$ cat src/rtl/riscv_pkg.sv
// Shared RV32I definitions for the fetch/decode register slice.
//   - Base-set opcode values, load funct3 codes and the reset NOP instruction.
//   - opcode_illegal(): flags any opcode outside the RV32I base set.
package riscv_pkg;

  localparam logic [6:0] OP_LOAD   = 7'h03;
  localparam logic [6:0] OP_IMM    = 7'h13;
  localparam logic [6:0] OP_AUIPC  = 7'h17;
  localparam logic [6:0] OP_STORE  = 7'h23;
  localparam logic [6:0] OP_R      = 7'h33;
  localparam logic [6:0] OP_LUI    = 7'h37;
  localparam logic [6:0] OP_BRANCH = 7'h63;
  localparam logic [6:0] OP_JALR   = 7'h67;
  localparam logic [6:0] OP_JAL    = 7'h6F;
  localparam logic [6:0] OP_SYSTEM = 7'h73;

  localparam logic [2:0] F3_LB  = 3'b000;
  localparam logic [2:0] F3_LH  = 3'b001;
  localparam logic [2:0] F3_LW  = 3'b010;
  localparam logic [2:0] F3_LBU = 3'b100;
  localparam logic [2:0] F3_LHU = 3'b101;

  // addi x0, x0, 0
  localparam logic [31:0] NOP_INSTR = 32'h0000_0013;

  function automatic logic opcode_illegal(logic [6:0] op);
    logic legal;
    legal = 1'b0;
    // Every 32-bit encoding has op[1:0] == 2'b11; anything else is compressed or reserved.
    if (op[1:0] == 2'b11) begin
      case (op)
        OP_LOAD, OP_IMM, OP_AUIPC, OP_STORE, OP_R,
        OP_LUI, OP_BRANCH, OP_JALR, OP_JAL, OP_SYSTEM: legal = 1'b1;
        default:                                       legal = 1'b0;
      endcase
    end
    return !legal;
  endfunction

endpackage

$ cat src/rtl/fetch_decode_regs_if.sv
// Bus between the multicycle control/datapath and the fetch/decode register slice.
//   master: drives PC_Write, Ir_Write, PC_Next, Read_Data, Adr_Lo; observes state.
//   slave : the register slice; drives PC, Old_PC, Instr, decoded fields, Load_Data,
//           Illegal, Misaligned, Cycle_Cnt, Instret_Cnt.
interface fetch_decode_regs_if;

  logic        PC_Write;
  logic        Ir_Write;
  logic [31:0] PC_Next;
  logic [31:0] Read_Data;
  logic [1:0]  Adr_Lo;

  logic [31:0] PC;
  logic [31:0] Old_PC;
  logic [31:0] Instr;
  logic [6:0]  op;
  logic [2:0]  Funct3;
  logic        Funct7b5;
  logic [4:0]  Rs1;
  logic [4:0]  Rs2;
  logic [4:0]  Rd;
  logic [31:0] Load_Data;
  logic        Illegal;
  logic        Misaligned;
  logic [63:0] Cycle_Cnt;
  logic [63:0] Instret_Cnt;

  modport master (
    output PC_Write, Ir_Write, PC_Next, Read_Data, Adr_Lo,
    input  PC, Old_PC, Instr, op, Funct3, Funct7b5, Rs1, Rs2, Rd,
           Load_Data, Illegal, Misaligned, Cycle_Cnt, Instret_Cnt
  );

  modport slave (
    input  PC_Write, Ir_Write, PC_Next, Read_Data, Adr_Lo,
    output PC, Old_PC, Instr, op, Funct3, Funct7b5, Rs1, Rs2, Rd,
           Load_Data, Illegal, Misaligned, Cycle_Cnt, Instret_Cnt
  );

endinterface

$ cat src/rtl/load_extend.sv
// Load result extension from the memory-data register.
//   data_i      : registered memory word
//   adr_i       : registered byte offset of the access
//   funct3_i    : load type from the instruction register
//   load_data_o : byte/half selected and sign- or zero-extended; word otherwise
module load_extend
  import riscv_pkg::*;
(
  input  logic [31:0] data_i,
  input  logic [1:0]  adr_i,
  input  logic [2:0]  funct3_i,
  output logic [31:0] load_data_o
);

  logic [7:0]  byte_sel;
  logic [15:0] half_sel;

  always_comb begin
    byte_sel = data_i[7:0];
    case (adr_i)
      2'd0:    byte_sel = data_i[7:0];
      2'd1:    byte_sel = data_i[15:8];
      2'd2:    byte_sel = data_i[23:16];
      default: byte_sel = data_i[31:24];
    endcase
    // Halfword alignment only looks at the upper offset bit.
    half_sel = adr_i[1] ? data_i[31:16] : data_i[15:0];

    case (funct3_i)
      F3_LB:   load_data_o = {{24{byte_sel[7]}}, byte_sel};
      F3_LH:   load_data_o = {{16{half_sel[15]}}, half_sel};
      F3_LW:   load_data_o = data_i;
      F3_LBU:  load_data_o = {24'd0, byte_sel};
      F3_LHU:  load_data_o = {16'd0, half_sel};
      default: load_data_o = data_i;
    endcase
  end

endmodule

$ cat src/rtl/fetch_decode_regs.sv
// Architectural state registers feeding the multicycle RV32I control unit.
//   clk   : core clock, all state on rising edge
//   reset : asynchronous, active-low
//   bus   : fetch_decode_regs_if.slave (strobes, next PC, read data in; PC, OldPC, IR,
//           decoded fields, extended load data, Illegal/Misaligned flags, counters out)
// Optional feature: define PERF_CNT_EN to build the 64-bit cycle and instret counters;
// otherwise Cycle_Cnt and Instret_Cnt are tied to zero.
// Only XLEN = 32 is supported.
module fetch_decode_regs #(
  parameter int unsigned XLEN         = 32,
  parameter logic [31:0] RESET_VECTOR = 32'h0000_0000,
  parameter logic [31:0] NOP_INSTR    = riscv_pkg::NOP_INSTR
) (
  input logic               clk,
  input logic               reset,
  fetch_decode_regs_if.slave bus
);

  import riscv_pkg::*;

  logic [XLEN-1:0] pc_q, old_pc_q, instr_q, data_q;
  logic [1:0]      adr_q;
  logic            illegal_q, misaligned_q;

  // Old_PC samples the pre-edge PC, so a combined fetch edge records the fetched address.
  always_ff @(posedge clk or negedge reset) begin
    if (!reset) begin
      pc_q         <= RESET_VECTOR;
      old_pc_q     <= '0;
      instr_q      <= NOP_INSTR;
      illegal_q    <= 1'b0;
      misaligned_q <= 1'b0;
    end else begin
      if (bus.PC_Write) begin
        pc_q <= {bus.PC_Next[31:2], 2'b00};
        if (bus.PC_Next[1:0] != 2'b00) begin
          misaligned_q <= 1'b1;
        end
      end
      if (bus.Ir_Write) begin
        instr_q   <= bus.Read_Data;
        old_pc_q  <= pc_q;
        illegal_q <= opcode_illegal(bus.Read_Data[6:0]);
      end
    end
  end

  // Memory-data register: captures every cycle for the one-cycle load path.
  always_ff @(posedge clk or negedge reset) begin
    if (!reset) begin
      data_q <= '0;
      adr_q  <= '0;
    end else begin
      data_q <= bus.Read_Data;
      adr_q  <= bus.Adr_Lo;
    end
  end

`ifdef PERF_CNT_EN
  logic [63:0] cycle_q, instret_q;

  always_ff @(posedge clk or negedge reset) begin
    if (!reset) begin
      cycle_q   <= '0;
      instret_q <= '0;
    end else begin
      cycle_q <= cycle_q + 64'd1;
      if (bus.Ir_Write) begin
        instret_q <= instret_q + 64'd1;
      end
    end
  end

  assign bus.Cycle_Cnt   = cycle_q;
  assign bus.Instret_Cnt = instret_q;
`else
  assign bus.Cycle_Cnt   = 64'd0;
  assign bus.Instret_Cnt = 64'd0;
`endif

  assign bus.PC         = pc_q;
  assign bus.Old_PC     = old_pc_q;
  assign bus.Instr      = instr_q;
  assign bus.op         = instr_q[6:0];
  assign bus.Funct3     = instr_q[14:12];
  assign bus.Funct7b5   = instr_q[30];
  assign bus.Rs1        = instr_q[19:15];
  assign bus.Rs2        = instr_q[24:20];
  assign bus.Rd         = instr_q[11:7];
  assign bus.Illegal    = illegal_q;
  assign bus.Misaligned = misaligned_q;

  load_extend u_load_extend (
    .data_i      (data_q),
    .adr_i       (adr_q),
    .funct3_i    (instr_q[14:12]),
    .load_data_o (bus.Load_Data)
  );

endmodule

$ cat src/flat_wrapper.sv
// flat-port wrapper written by rule: the top's interface ports become plain ports
module fetch_decode_regs_flat import riscv_pkg::*;
#(
  parameter int unsigned XLEN         = 32,
  parameter logic [31:0] RESET_VECTOR = 32'h0000_0000,
  parameter logic [31:0] NOP_INSTR    = riscv_pkg::NOP_INSTR
)
  (clk, reset, bus_PC_Write, bus_Ir_Write, bus_PC_Next, bus_Read_Data, bus_Adr_Lo, bus_PC, bus_Old_PC, bus_Instr, bus_op, bus_Funct3, bus_Funct7b5, bus_Rs1, bus_Rs2, bus_Rd, bus_Load_Data, bus_Illegal, bus_Misaligned, bus_Cycle_Cnt, bus_Instret_Cnt);
  fetch_decode_regs_if bus_i ();
  input logic clk;
  input logic reset;
  input wire logic [$bits(bus_i.PC_Write)-1:0] bus_PC_Write;
  input wire logic [$bits(bus_i.Ir_Write)-1:0] bus_Ir_Write;
  input wire logic [$bits(bus_i.PC_Next)-1:0] bus_PC_Next;
  input wire logic [$bits(bus_i.Read_Data)-1:0] bus_Read_Data;
  input wire logic [$bits(bus_i.Adr_Lo)-1:0] bus_Adr_Lo;
  output wire logic [$bits(bus_i.PC)-1:0] bus_PC;
  output wire logic [$bits(bus_i.Old_PC)-1:0] bus_Old_PC;
  output wire logic [$bits(bus_i.Instr)-1:0] bus_Instr;
  output wire logic [$bits(bus_i.op)-1:0] bus_op;
  output wire logic [$bits(bus_i.Funct3)-1:0] bus_Funct3;
  output wire logic [$bits(bus_i.Funct7b5)-1:0] bus_Funct7b5;
  output wire logic [$bits(bus_i.Rs1)-1:0] bus_Rs1;
  output wire logic [$bits(bus_i.Rs2)-1:0] bus_Rs2;
  output wire logic [$bits(bus_i.Rd)-1:0] bus_Rd;
  output wire logic [$bits(bus_i.Load_Data)-1:0] bus_Load_Data;
  output wire logic [$bits(bus_i.Illegal)-1:0] bus_Illegal;
  output wire logic [$bits(bus_i.Misaligned)-1:0] bus_Misaligned;
  output wire logic [$bits(bus_i.Cycle_Cnt)-1:0] bus_Cycle_Cnt;
  output wire logic [$bits(bus_i.Instret_Cnt)-1:0] bus_Instret_Cnt;
  assign bus_i.PC_Write = bus_PC_Write;
  assign bus_i.Ir_Write = bus_Ir_Write;
  assign bus_i.PC_Next = bus_PC_Next;
  assign bus_i.Read_Data = bus_Read_Data;
  assign bus_i.Adr_Lo = bus_Adr_Lo;
  assign bus_PC = bus_i.PC;
  assign bus_Old_PC = bus_i.Old_PC;
  assign bus_Instr = bus_i.Instr;
  assign bus_op = bus_i.op;
  assign bus_Funct3 = bus_i.Funct3;
  assign bus_Funct7b5 = bus_i.Funct7b5;
  assign bus_Rs1 = bus_i.Rs1;
  assign bus_Rs2 = bus_i.Rs2;
  assign bus_Rd = bus_i.Rd;
  assign bus_Load_Data = bus_i.Load_Data;
  assign bus_Illegal = bus_i.Illegal;
  assign bus_Misaligned = bus_i.Misaligned;
  assign bus_Cycle_Cnt = bus_i.Cycle_Cnt;
  assign bus_Instret_Cnt = bus_i.Instret_Cnt;
  fetch_decode_regs #(.XLEN(XLEN), .RESET_VECTOR(RESET_VECTOR), .NOP_INSTR(NOP_INSTR)) u_core (.clk(clk), .reset(reset), .bus(bus_i));
endmodule
$ cat config.mk
export PLATFORM = sky130hd
export DESIGN_NAME = fetch_decode_regs_flat
export DESIGN_NICKNAME = d
export VERILOG_FILES = /design/src/rtl/riscv_pkg.sv /design/src/rtl/fetch_decode_regs_if.sv /design/src/rtl/load_extend.sv /design/src/rtl/fetch_decode_regs.sv /design/src/flat_wrapper.sv
export SDC_FILE = /design/constraint.sdc
export NUM_CORES = 1
export LEC_CHECK = 0
export ABC_AREA = 1
export CORE_MARGIN = 4
export CORE_UTILIZATION = 30
export DETAILED_ROUTE_END_ITERATION = 6
export GPL_ROUTABILITY_DRIVEN = 1
export GPL_TIMING_DRIVEN = 0
export PLACE_DENSITY = 0.75
export RECOVER_POWER = 25
export SLEW_MARGIN = 20
export SYNTH_ARGS = -nofsm -noshare
export SYNTH_HDL_FRONTEND = slang
export SYNTH_HIERARCHICAL = 1
export SYNTH_SLANG_ARGS = --single-unit
$ cat constraint.sdc
create_clock -name clk -period 1.45 [get_ports clk]
set_input_delay 0.2175 -clock clk [delete_from_list [all_inputs] [get_ports clk]]
set_output_delay 0.2175 -clock clk [all_outputs]
set_load 0.005 [all_outputs]
Word-level counts from Yosys, hierarchy flattened:

Cells that the tools add are included.

* eq/ne operators: 16
* multiplexer cells: 6
* reduce and logical (&&, ||, !) cells: 6

Operator list (count)
* case mux 32 bit (4 select lines): 1
* equality test 7 bit, second input constant: 4
* case mux 8 bit (3 select lines): 1
* equality test 7 x 6 -> 1 bit, second input constant: 3
* 2-to-1 mux 16 bit: 1
* equality test 7 x 5 -> 1 bit, second input constant: 2
* OR reduction 10 bit: 1
* equality test 7 x 2 -> 1 bit, second input constant: 1
* equality test 3 bit, second input constant: 2
* equality test 2 bit, second input constant: 2
* equality test 3 x 1 -> 1 bit, second input constant: 1
* logical NOT 3 bit: 1
* 2-to-1 mux 1 bit: 3
* equality test 2 x 1 -> 1 bit, second input constant: 1
* logical NOT 2 bit: 1
* AND reduction 2 bit: 1
* nonzero test 2 bit: 1
* logical NOT 1 bit: 1

* bits in registers: 128
* output and inout port bits: 284

Logic depth before layout (Yosys ltp):

* word-level depth: 6
* gate-level depth with buffers: 8
* mapped depth without buffers: 6

Cells and area by module:

Netlist, hierarchy kept.

Modules (own cells, without submodules)
* fetch_decode_regs: instances 1, cells an instance 513, area an instance 5684.2 um^2, seq. area each 3206.8 um^2
* load_extend: instances 1, cells an instance 163, area an instance 858.3 um^2, seq. area each 0.0 um^2

Worst setup path after synthesis:

Ideal clock, no wire load.

* kind: register -> output
* start point: reg u_core.instr_q[12] (netlist: u_core/bus.Instr[12])
* end point: out bus_Load_Data[11]
* data arrival time: 1.120 ns
* data required time: 1.233 ns
* slack: 0.112 ns
* stages on the path, launching flop included: 6
* cell sequence: dfrtp_1 buf_4 nor3_4 nand3_4 buf_6 a21oi_2

* longest elaborated chain between the ends: 2
* elaborated cells between the ends (all ways): 5
* those cells by class: eq/ne: 3; mux: 1; reduce/logical: 1

RTL lines
* start, declared: line fetch_decode_regs.sv:21 `logic [XLEN-1:0] pc_q, old_pc_q, instr_q, data_q;`
* start signal, assigned: line fetch_decode_regs.sv:41 `instr_q <= bus.Read_Data;`
* equality test 3 bit (tied with other cells): line load_extend.sv:29 `case (funct3_i)`
* case mux 32 bit (4 select lines) *: line load_extend.sv:29
* end, declared: line flat_wrapper.sv:26 `output wire logic [$bits(bus_i.Load_Data)-1:0] bus_Load_Data;`

Every way passes the cells marked *; elsewhere a longest branch is shown, timed or not.

Final worst setup path:

* start point: reg u_core.instr_q[13] (netlist: u_core/bus.Instr[13])
* end point: out bus_Load_Data[9]

Same word-level chain as after synthesis.

==> out/metrics.yaml <==
hold_path:
  hold_start: "bus_Ir_Write"
  hp-class: "input pin to register"
  hold-path-endpoint: "u_core/bus.Instr[0]$_DFFE_PN1P_"
  min_path_cells: 3
synth:
  yosys_warnings: 6
  syn-cell-area_um2: 6540
  synth_seq_cells: 128
  ys_async_sr_fraction_pct: 100
  yosysTopAreaCell: "dfrtp_1"
  ys_seq_area_share_pct: 49.0
  synth-edff-count: 0
  synth_cell_type_count: 26
  syn_inst: 676
  synth_top_area_share_pct: 47.8
  ys_top_cells_by_count: "buf_4, dfrtp_1, nand2_1"
  synth_ff_type: "dfrtp_1"
  syn-mean-instance-area_um2: 9.68
  synth_area_leaders: "dfrtp_1, buf_4, mux2_4"
  yosysMostFrequentCell: "buf_4"
die:
  die_h_um: 156
  chipWidth_um: 156
  ios: 354
  placementRows: 53
  coreArea_um2: 21200
  fp.dieArea_um2: 24200
  start_util_pct: 30.8
critical_path:
  crit_fanout: 6
  cp.arrival_ns: 1.87
  timing.rr.start: "u_core/bus.Instr[13]$_DFFE_PN0P_"
  r2r_cells: 5
  crit_path_end_kind: "primary output"
  start_kind: "register"
  path_class: "register to primary output"
  rrSetupSlack_ns: 0.23
  r2r-end: "u_core/bus.Instr[13]$_DFFE_PN0P_"
  critPathRequiredTime_ns: 1.23
routing:
  met2_length_um: 11800
  drtIter0Drc: 243
  wl_met1_um: 7810
  routed_wl_um: 22600
  dr_wl_met3_um: 2440
  routed.top_layer: "met5"
  drcViolationCount: 0
  vias: 5732
  ant_nets: 0
  via_per_inst: 4.12
  drt_pass1_iterations: 5
  routedWlPerCell_um: 16.3
pwr:
  switching_share_pct: 28.0
  ir_worst_vdd_uv: 669
  finalPower_mw: 11.0
  power_frac_seq_pct: 37.2
  power_frac_comb_pct: 25.9
  power.switching_mw: 3.09
  leakage_nw: 5.77
  pwr_density_cell_nw_per_um2: 1010
  p_int_mw: 7.96
  clkPwrFrac_pct: 36.9
sta:
  period_minus_slack_ns: 2.09
  hold_violations: 0
  setup_viol: 35
  period_share_pct: 144
  relSlewSlack_pct: 46.6
  holdWs_ns: 0.141
  drv_slew: 0
  rsz0062_at_grt: "true"
  finalClockSkew_ns: 0.00596
  worstMarginPinSlew_ns: 0.801
  max_freq_mhz: 479
  setup_ws_ns: -0.640
place:
  dp_slack_ns: -0.692
  hpwlAfterDp_um: 16400
  io_buffers: 219
  globalplace.congestion: 0.855
global_routing:
  grt_pass1_wl_um: 32100
  grt-ovfl-total: 0
  grt_max_degree: 75
  grt.total_usage_pct: 17.1
  antenna_found_initial: 5
  first_global_vias: 5761
clock_tree:
  clock-sinks: 128
  cts_max_level: 4
  cts_tree: "done"
  clk_latency_ns: 0.41
  cts_buffer_depth: 2
  clk_pin_slew_ns: 0.06
  cts_buffers: 17
  cts_root_buf: "clkbuf_16"
final_layout:
  area_growth_pct: 67.0
  post-route-util_pct: 51.5
  fillers: 1907
  nNetsFinal: 1169
  multi_input_area_um2: 2550
  drive_above_1_share_pct: 37.4
  regArea_um2: 3210
outcome:
  status: "complete, but fails checks"
  violations: "negative setup slack"
job:
  cap_violations: 0
state kept, by name (all words and copies together) (netlist names):
signal and flops:
u_core/bus.Instr 32, u_core/bus.Old_PC 30, u_core/adr_q 2, u_core/data_q 32, u_core/bus.PC 30, u_core/bus.Misaligned 1
u_core/bus.Illegal 1
logic make-up after synthesis:
logic type	Yosys count	synth area share, %
buffers and inverters	241	24.7
AND/OR/NAND/NOR	174	12.0
flip-flops	128	49.0
AO/OA/AOI/OAI	106	8.30
multiplexers	26	5.91
other	1	0.0573
placed cells by master (no fill, tap or decap), types with 7 or more instances in the layout:
master and instances:
a21oi_1 52, a21oi_2 13, buf_2 27, buf_4 185, buf_6 57, clkbuf_16 18, clkdlybuf4s15_1 8, clkdlybuf4s50_1 32
conb_1 132, dfrtp_1 122, dlygate4sd2_1 98, dlygate4sd3_1 35, inv_1 47, mux2_4 25, nand2_1 82, nand2_2 7
nand3_2 12, nand3_4 9, nor2_1 48, o21ai_0 32
worst max path at each step:
stage | from | to | slack (ns) | depth (start not counted)
floorplan | u_core/bus.Instr[12]$_DFFE_PN0P_ | bus_Load_Data[11] | 0.11 | 5
finish | u_core/bus.Instr[13]$_DFFE_PN0P_ | bus_Load_Data[9] | -0.64 | 7
global route | u_core/adr_q[1]$_DFF_PN0_ | bus_Load_Data[9] | -0.69 | 9
CTS | u_core/bus.Instr[12]$_DFFE_PN0P_ | bus_Load_Data[9] | -0.65 | 7
global placement | reset | u_core/bus.Instr[15]$_DFFE_PN0P_ | -4.93 | 1
detailed placement | u_core/bus.Instr[12]$_DFFE_PN0P_ | bus_Load_Data[4] | -0.69 | 5
power by group through the flow:
stage	logic, mW	clock network [mW]	registers, mW
2_1_floorplan	1.14	0	4.15
3_3_place_gp	2.61	0	4.17
3_5_place_dp	2.65	0	4.18
4_1_cts	2.64	4.17	4.10
5_1_grt	3.09	4.33	4.15
6_report	2.87	4.08	4.11
worst max-delay path, cell delays in order (launching register included):
cell and delay (ns):
dfrtp_1 0.39, buf_6 0.14, nor3_4 0.20, nand3_4 0.16, buf_8 0.17, buf_6 0.12, a21oi_2 0.13, buf_2 0.14
per-stage QoR:
step | setup TNS (ns) | instances | instance area [µm²]
floorplan | 0 | 807 | 7030
global placement | -642.70 | 1301 | 9570
detailed placement | -18.18 | 1302 | 9600
CTS | -17.80 | 1372 | 10500
global route | -22.41 | 1389 | 10900
finish | -17.66 | 1390 | 10900
per-layer routing:
metal / up-vias / global-route usage, %
met3: 43 / 7.27
met5: - / 0
met1: 2651 / 17.6
met2: 327 / 31.7
li1: 2709 / -
met4: 2 / 4.79
what timing repair did:
item                                    4_1_cts  5_1_grt
hold buffers                                  1        0
endpoints found under the hold margin        54        0
gates cloned                                  1        2
endpoints found under the setup margin      152       50
pin swaps                                     8       20
gates resized for setup                     348       87
setup buffers                                38       16
area by class of cell:
cell class / count / share of cell area [%]
sequential: 128 / 29.4
timing repair buffer: 275 / 23.6
multi-input combinational: 438 / 23.3
buffer: 186 / 13.3
clock buffer: 22 / 4.34
tap: 275 / 3.15
inverter: 53 / 1.98
clock inverter: 9 / 0.767
antenna: 4 / 0.0916
No activity file was read; power rests on OpenSTA's default activity.
